===== src/rtl/seq_controller.sv =====
// Multi-cycle processor control unit: program counter, instruction register and main FSM
// with conditional/unconditional jumps, data-memory ready handshake and sticky halt.
//
// state    | meaning
// ---------+-------------------------------------------------------
// INIT     | clear pc, start fetching
// FETCH    | ROM samples pc_addr at the closing edge
// LATCH    | capture rom_data into ir, advance pc
// DECODE   | dispatch on opcode (zero_flag sampled here for JPZ)
// LOAD_A   | data memory read, wait for d_ready
// LOAD_B   | write memory data into register file
// STORE    | data memory write, wait for d_ready
// ADD      | ALU add, write result
// SUB      | ALU subtract, write result
// HALT     | frozen until reset
// JUMP     | load pc with jump target

module seq_controller #(
    parameter int IW  = 16,
    parameter int PCW = 7,
    parameter int DAW = 8,
    parameter int RAW = 4
) (
    input  logic           clk,
    input  logic           n_rst,
    input  logic [IW-1:0]  rom_data,
    input  logic           zero_flag,
    input  logic           d_ready,
    output logic [PCW-1:0] pc_addr,
    output logic [IW-1:0]  ir_data,
    output logic [DAW-1:0] d_addr,
    output logic           d_w,
    output logic           d_rd,
    output logic           rf_s,
    output logic [RAW-1:0] rf_w_addr,
    output logic           rf_w_en,
    output logic [RAW-1:0] rf_ra_addr,
    output logic [RAW-1:0] rf_rb_addr,
    output logic [2:0]     alu_s,
    output logic [3:0]     state,
    output logic           halted
);

    typedef enum logic [3:0] {
        S_INIT   = 4'd0,
        S_FETCH  = 4'd1,
        S_LATCH  = 4'd2,
        S_DECODE = 4'd3,
        S_LOAD_A = 4'd4,
        S_LOAD_B = 4'd5,
        S_STORE  = 4'd6,
        S_ADD    = 4'd7,
        S_SUB    = 4'd8,
        S_HALT   = 4'd9,
        S_JUMP   = 4'd10
    } state_t;

    localparam logic [3:0] OP_STORE = 4'd1;
    localparam logic [3:0] OP_LOAD  = 4'd2;
    localparam logic [3:0] OP_ADD   = 4'd3;
    localparam logic [3:0] OP_SUB   = 4'd4;
    localparam logic [3:0] OP_HALT  = 4'd5;
    localparam logic [3:0] OP_JMP   = 4'd6;
    localparam logic [3:0] OP_JPZ   = 4'd7;

    localparam logic [PCW-1:0] PC_ONE = PCW'(1);

    state_t         state_q;
    state_t         state_d;
    logic [PCW-1:0] pc_q;
    logic [IW-1:0]  ir_q;
    logic [3:0]     opcode;

    assign opcode = ir_q[IW-1:IW-4];

    always_ff @(posedge clk or negedge n_rst) begin
        if (!n_rst) begin
            state_q <= S_INIT;
        end else begin
            state_q <= state_d;
        end
    end

    // pc wraps naturally at 2^PCW; HALT leaves both registers untouched
    always_ff @(posedge clk or negedge n_rst) begin
        if (!n_rst) begin
            pc_q <= '0;
            ir_q <= '0;
        end else begin
            case (state_q)
                S_INIT:  pc_q <= '0;
                S_LATCH: begin
                    ir_q <= rom_data;
                    pc_q <= pc_q + PC_ONE;
                end
                S_JUMP:  pc_q <= ir_q[PCW-1:0];
                default: ;
            endcase
        end
    end

    always_comb begin
        state_d = state_q;
        case (state_q)
            S_INIT:   state_d = S_FETCH;
            S_FETCH:  state_d = S_LATCH;
            S_LATCH:  state_d = S_DECODE;
            S_DECODE: begin
                case (opcode)
                    OP_STORE: state_d = S_STORE;
                    OP_LOAD:  state_d = S_LOAD_A;
                    OP_ADD:   state_d = S_ADD;
                    OP_SUB:   state_d = S_SUB;
                    OP_HALT:  state_d = S_HALT;
                    OP_JMP:   state_d = S_JUMP;
                    OP_JPZ:   state_d = zero_flag ? S_JUMP : S_FETCH;
                    default:  state_d = S_FETCH;
                endcase
            end
            S_STORE:  state_d = d_ready ? S_FETCH : S_STORE;
            S_LOAD_A: state_d = d_ready ? S_LOAD_B : S_LOAD_A;
            S_LOAD_B: state_d = S_FETCH;
            S_ADD:    state_d = S_FETCH;
            S_SUB:    state_d = S_FETCH;
            S_HALT:   state_d = S_HALT;
            S_JUMP:   state_d = S_FETCH;
            default:  state_d = S_INIT;
        endcase
    end

    always_comb begin
        d_w     = 1'b0;
        d_rd    = 1'b0;
        rf_s    = 1'b0;
        rf_w_en = 1'b0;
        alu_s   = 3'd0;
        halted  = 1'b0;
        case (state_q)
            S_STORE:  d_w = 1'b1;
            S_LOAD_A: begin
                d_rd = 1'b1;
                rf_s = 1'b1;
            end
            S_LOAD_B: begin
                rf_s    = 1'b1;
                rf_w_en = 1'b1;
            end
            S_ADD: begin
                alu_s   = 3'd1;
                rf_w_en = 1'b1;
            end
            S_SUB: begin
                alu_s   = 3'd2;
                rf_w_en = 1'b1;
            end
            S_HALT:   halted = 1'b1;
            default: ;
        endcase
    end

    // Operand fields depend only on the latched instruction
    always_comb begin
        rf_ra_addr = '0;
        rf_rb_addr = '0;
        rf_w_addr  = '0;
        d_addr     = '0;
        case (opcode)
            OP_STORE: begin
                d_addr     = ir_q[DAW-1:0];
                rf_ra_addr = ir_q[DAW+RAW-1:DAW];
            end
            OP_LOAD: begin
                d_addr    = ir_q[DAW+RAW-1:RAW];
                rf_w_addr = ir_q[RAW-1:0];
            end
            OP_ADD, OP_SUB: begin
                rf_ra_addr = ir_q[3*RAW-1:2*RAW];
                rf_rb_addr = ir_q[2*RAW-1:RAW];
                rf_w_addr  = ir_q[RAW-1:0];
            end
            default: ;
        endcase
    end

    assign pc_addr = pc_q;
    assign ir_data = ir_q;
    assign state   = state_q;

endmodule

===== config.mk =====
export PLATFORM = sky130hd
export DESIGN_NAME = seq_controller
export DESIGN_NICKNAME = d
export VERILOG_FILES = /design/src/rtl/seq_controller.sv
export SDC_FILE = /design/constraint.sdc
export NUM_CORES = 1
export LEC_CHECK = 0
export ABC_CLOCK_PERIOD_IN_PS = 2600
export CAP_MARGIN = 15
export CORE_AREA = 4 4 62 70
export CTS_BUF_LIST = sky130_fd_sc_hd__clkbuf_4
export CTS_CLUSTER_SIZE = 30
export DETAILED_ROUTE_END_ITERATION = 16
export DIE_AREA = 0 0 66 74
export HOLD_SLACK_MARGIN = 0.12
export PLACE_DENSITY = 0.82
export SETUP_SLACK_MARGIN = 0.1
export SLEW_MARGIN = 5
export SYNTH_ARGS = -nofsm -noshare
export SYNTH_HDL_FRONTEND = slang
export SYNTH_SLANG_ARGS = --single-unit

===== constraint.sdc =====
create_clock -name clk -period 2.6 [get_ports clk]
set_clock_uncertainty 0.15 [all_clocks]
set_input_delay 0.52 -clock clk [delete_from_list [all_inputs] [get_ports clk]]
set_output_delay 0.52 -clock clk [all_outputs]
set_load 0.05 [all_outputs]

* Word level (Yosys, flattened, before mapping)
Index checks and enable logic that the tools add are counted.
Cells by class: add/sub/neg operators 1, equality and inequality tests 17, multiplexer cells 16, reduce and logical (&&, ||, !) cells 8
Operators with widths (count):
- 4-bit one-hot mux with 7 select lines | 2
- 4-bit by 3-bit == test with 1-bit output (second input constant) | 8
- 7-bit one-hot mux with 3 select lines | 1
- 4-bit by 2-bit == test with 1-bit output (second input constant) | 4
- 4-bit 2-to-1 mux | 4
- 8-bit one-hot mux with 2 select lines | 1
- 4-bit == test (second input constant) | 3
- 3-bit OR reduction | 3
- 4-bit by 1-bit == test with 1-bit output (second input constant) | 2
- 7-bit by 1-bit adder with 7-bit output (second input constant) | 1
- 1-bit 2-to-1 mux | 6
- 5-bit OR reduction | 1
- 4-bit logical NOT | 1
- 2-bit one-hot mux with 2 select lines | 1
- 2-bit OR reduction | 2
- 3-bit 2-to-1 mux | 1
- 3-bit nonzero test | 1
Storage, ports and cells: bits in registers 27, bits of input ports 20, output and inout bits 55

* Depth between registers and ports, before layout
depth in word-level cells 3, gate-level depth with buffers 6

* Worst setup path before layout
No wires, ideal clock.
kind reg2out, start register state_q[3], in the netlist state[3], end output port rf_w_en, arrival time 2.541 ns, path slack -0.611 ns, cell stages (with the launch flop) 5, cell sequence dfrtp_1 buf_2 nand2b_1 nor3_1 a21o_1
On the way: cells in the longest elaborated chain, start to end 3, elaborated cells between the ends (all ways) 5
Ends and longest elaborated chain:
- from (decl) | line 68 | state_t state_q;
- from (signal assigned) | line 80 | state_q <= state_d;
- 4-bit == test / 4-bit by 3-bit == test with 1-bit output (equally long branches) | line 138 | case (state_q)
- 3-bit OR reduction (no source line) *
- 1-bit 2-to-1 mux * | line 138
- to (decl) | line 36 | output logic rf_w_en,
Every way passes the cells marked *; elsewhere a longest branch is shown, timed or not.

* Final worst setup path
start register ir_q[15], in the netlist ir_data[15], end output port ir_data[15]
RTL lines:
- from (decl) | line 71 | logic [IW-1:0] ir_q;
- from (signal assigned) | line 93 | ir_q <= rom_data;
- to (decl) | line 30 | output logic [IW-1:0] ir_data,
No word-level cell between the ends.

==> results.py <==
metrics = {
    "yosys": {
        "mappedNetlistNets": 224,
        "yosys_warnings": 0,
        "post_synth_num_cell_types": 42,
        "postSynthCellCount": 203,
        "yosys.area.top_type_share_pct": 42.06,
        "synth_top_cell_by_area": "dfrtp_1",
        "post_synth.cell_area_avg_um2": 7.914,
        "async_reset_ff_share_pct": 100.0,
        "synth_enable_flop_cells": 0,
        "synth-seq-cells": 27,
        "postSynth.topFlopCell": "dfrtp_1",
        "post_synth_instance_area_um2": 1607,
        "synth_seq_area_share_pct": 42.06,
        "ys_top_cells_by_area": "dfrtp_1 42%, nand2_1 13%, nor2_1 4.9%, and2_1 4.7%, a22oi_1 3.7%",
    },
    "clock_tree": {
        "clock_sinks": 27,
        "holdBufCountCts": 0,
        "tritoncts.num_buffers": 3,
        "clk_pin_slew_ps": 160,
        "cts_root_buffer": "clkbuf_4",
        "worstSkewPairLatency_ps": 350,
        "clock_tree_from_tritoncts": "yes",
        "cts_max_path_buffers": 2,
        "htree_num_levels": 1,
    },
    "worst_setup_path": {
        "crit_path_end_kind": "output pin",
        "timing.rr.start": "state[0]",
        "crit_path_top_delay_cell": "clkdlybuf4s50_1",
        "critPathMaxStageDelay_ps": 870,
        "worst_path_dominant_cell_family": "buffers and inverters",
        "critical_path.startpoint": "ir_data[15]",
        "critPathMaxFanout": 8,
        "worstPathBufferInverterCount": 1,
        "worstSetupPathType": "flip-flop to output pin",
        "worstPathArrival_ps": 1780,
        "cp.required_ps": 1930,
        "worstPathCellList": "clkdlybuf4s50_1",
        "setup.worst_path.start_class": "flip-flop",
    },
    "global_routing": {
        "globalRouteOverflowTotal": 0,
        "antenna_found_initial": 0,
        "grt_max_degree": 28,
        "global_route.usage.total_pct": 22.16,
        "grt_pass1_vias": 1751,
        "grt_first_pass_wirelength_mm": 8.342,
    },
    "cells_and_area": {
        "layout.cell_area.non_filler_um2": 2669,
        "filler_cells": 274,
        "nNetsFinal": 294,
        "highest_count_cells_in_the_layout_ignoring_fill_and_taps": "54 x nand2_1, 43 x clkdlybuf4s50_1, 24 x dfrtp_1",
        "drive_gt1_share_pct": 22.79,
        "area.growth.synth_to_final_pct": 66.12,
        "mostFrequentLayoutCell": "nand2_1",
        "antenna_cells": 0,
    },
    "route": {
        "drt_first_iter_violations": 154,
        "route.vias.total": 1747,
        "routed_via_density": 5.425,
        "ant_nets": 0,
        "drt_drc_violations_left": 0,
        "drt_wl_total_mm": 5.388,
        "drtPass1Iterations": 4,
        "post_drt_wl_per_cell_um": 16.73,
    },
    "timing": {
        "tightestPinTransition_ps": 514.0,
        "timing.max_slew.rel_slack_pct": 65.63,
        "rsz_0062_raised_after_global_routing": "true",
        "maxSlewViolCount": 0,
        "period_needed_ps": 2448,
        "final_min_period_over_clock_period_pct": 94.15,
        "peak_freq_mhz": 408.5,
        "setup_tns_ps": 0,
        "finalHoldWorstSlack_ps": 372.0,
        "final-setup-viol-count": 0,
        "final-hold-violation-count": 0,
    },
    "floorplan": {
        "start_util_pct": 44.66,
        "floorplan.die.height_um": 74,
        "die-width_um": 66,
        "number_of_rows_in_the_core_area": 23,
        "num_io_pins": 75,
        "design.die.area_um2": 4884,
        "core_um2": 3597,
    },
    "job": {
        "max_cap_check_violation_count": 0,
    },
    "placed_design": {
        "dp.final_hpwl_mm": 3.996,
        "placement.cell_area_um2": 2600,
        "port_buffers": 73,
        "routabilityCongestion": 0.7984,
    },
    "hold_path": {
        "worst_hold_path_type": "input pin to async pin",
    },
    "outcome": {
        "status": "finished, final reports clean",
    },
}
-- state kept, by name, indices dropped and copies added, names as in the netlist --
register,count
ir_data,16
pc_addr,7
state,4
-- logic make-up (layout without fill, tap and decap cells) --
| kind of cell | after synthesis | after routing | share of synthesized area, % |
|---|---|---|---|
| AND/OR/NAND/NOR | 115 | 115 | 33.41 |
| flip-flops | 27 | 27 | 42.06 |
| other | 1 | 1 | 0.2334 |
| adder cells (fa/ha/maj) | 1 | 1 | 0.7787 |
| XOR/XNOR | 1 | 1 | 0.5453 |
| buffers and inverters | 20 | 89 | 6.620 |
| AO/OA/AOI/OAI | 38 | 38 | 16.36 |
-- cell usage after synthesis (2+ instances only) --
master    instances
nor3b_1           3
a22oi_1           8
dfrtp_1          27
and2_1           12
a21oi_1           7
o22ai_1           2
inv_1             5
and3_1            2
nor2b_1           3
o21ai_0           4
nand2b_1          6
nor3_1            4
nor2_1           21
o21ai_1           2
a21o_1            2
o211ai_1          2
nand3_1           3
clkbuf_1          7
buf_2             4
nand2_1          55
buf_6             3
-- per-stage QoR --
stage	setup slack (ps)	cells	util, %
2_1_floorplan	-175.4	203	-
3_3_place_gp	388.4	315	72.28
3_5_place_dp	352.4	315	72.28
4_1_cts	94.40	319	73.25
5_1_grt	76.30	322	74.19
6_report	152.2	322	74.19
-- cell type report --
cell class	instances	area (um^2)	share of cell area (%)
Clock buffer	3	22.52	0.8439
Clock inverter	1	8.758	0.3282
Inverter	5	18.77	0.7032
Multi-Input combinational cell	156	915.9	34.32
Sequential cell	27	679.4	25.46
Tap cell	50	62.56	2.344
Timing Repair Buffer	80	960.9	36.01
-- routing by layer --
layer  track usage, %  share of wire [%]
met1            26.93                 38
met2            37.31                 52
met3            5.287                7.0
met4            10.16                2.7
met5                0                  0
-- path summary, 6_finish.rpt --
path	slack (ps)	cells past startpoint	to
worst max-delay path	150	1	ir_data[15]
max in group asynchronous	1640	2	ir_data[13]
worst max register to register	700	5	ir_data[8]
worst min-delay path	370	2	ir_data[12]
worst min register to register	400	2	ir_data[11]
min in group clk	400	2	ir_data[11]
-- repair_timing --
item,4_1_cts,5_1_grt
resized for setup,4,7
pin swaps,0,1
setup endpoints to repair,14,24
buffers inserted,0,3
cloned,0,0
Power is left out: the tool's default activity adds up to more than one toggle a clock period on the data nets, which glitch-free logic cannot reach.
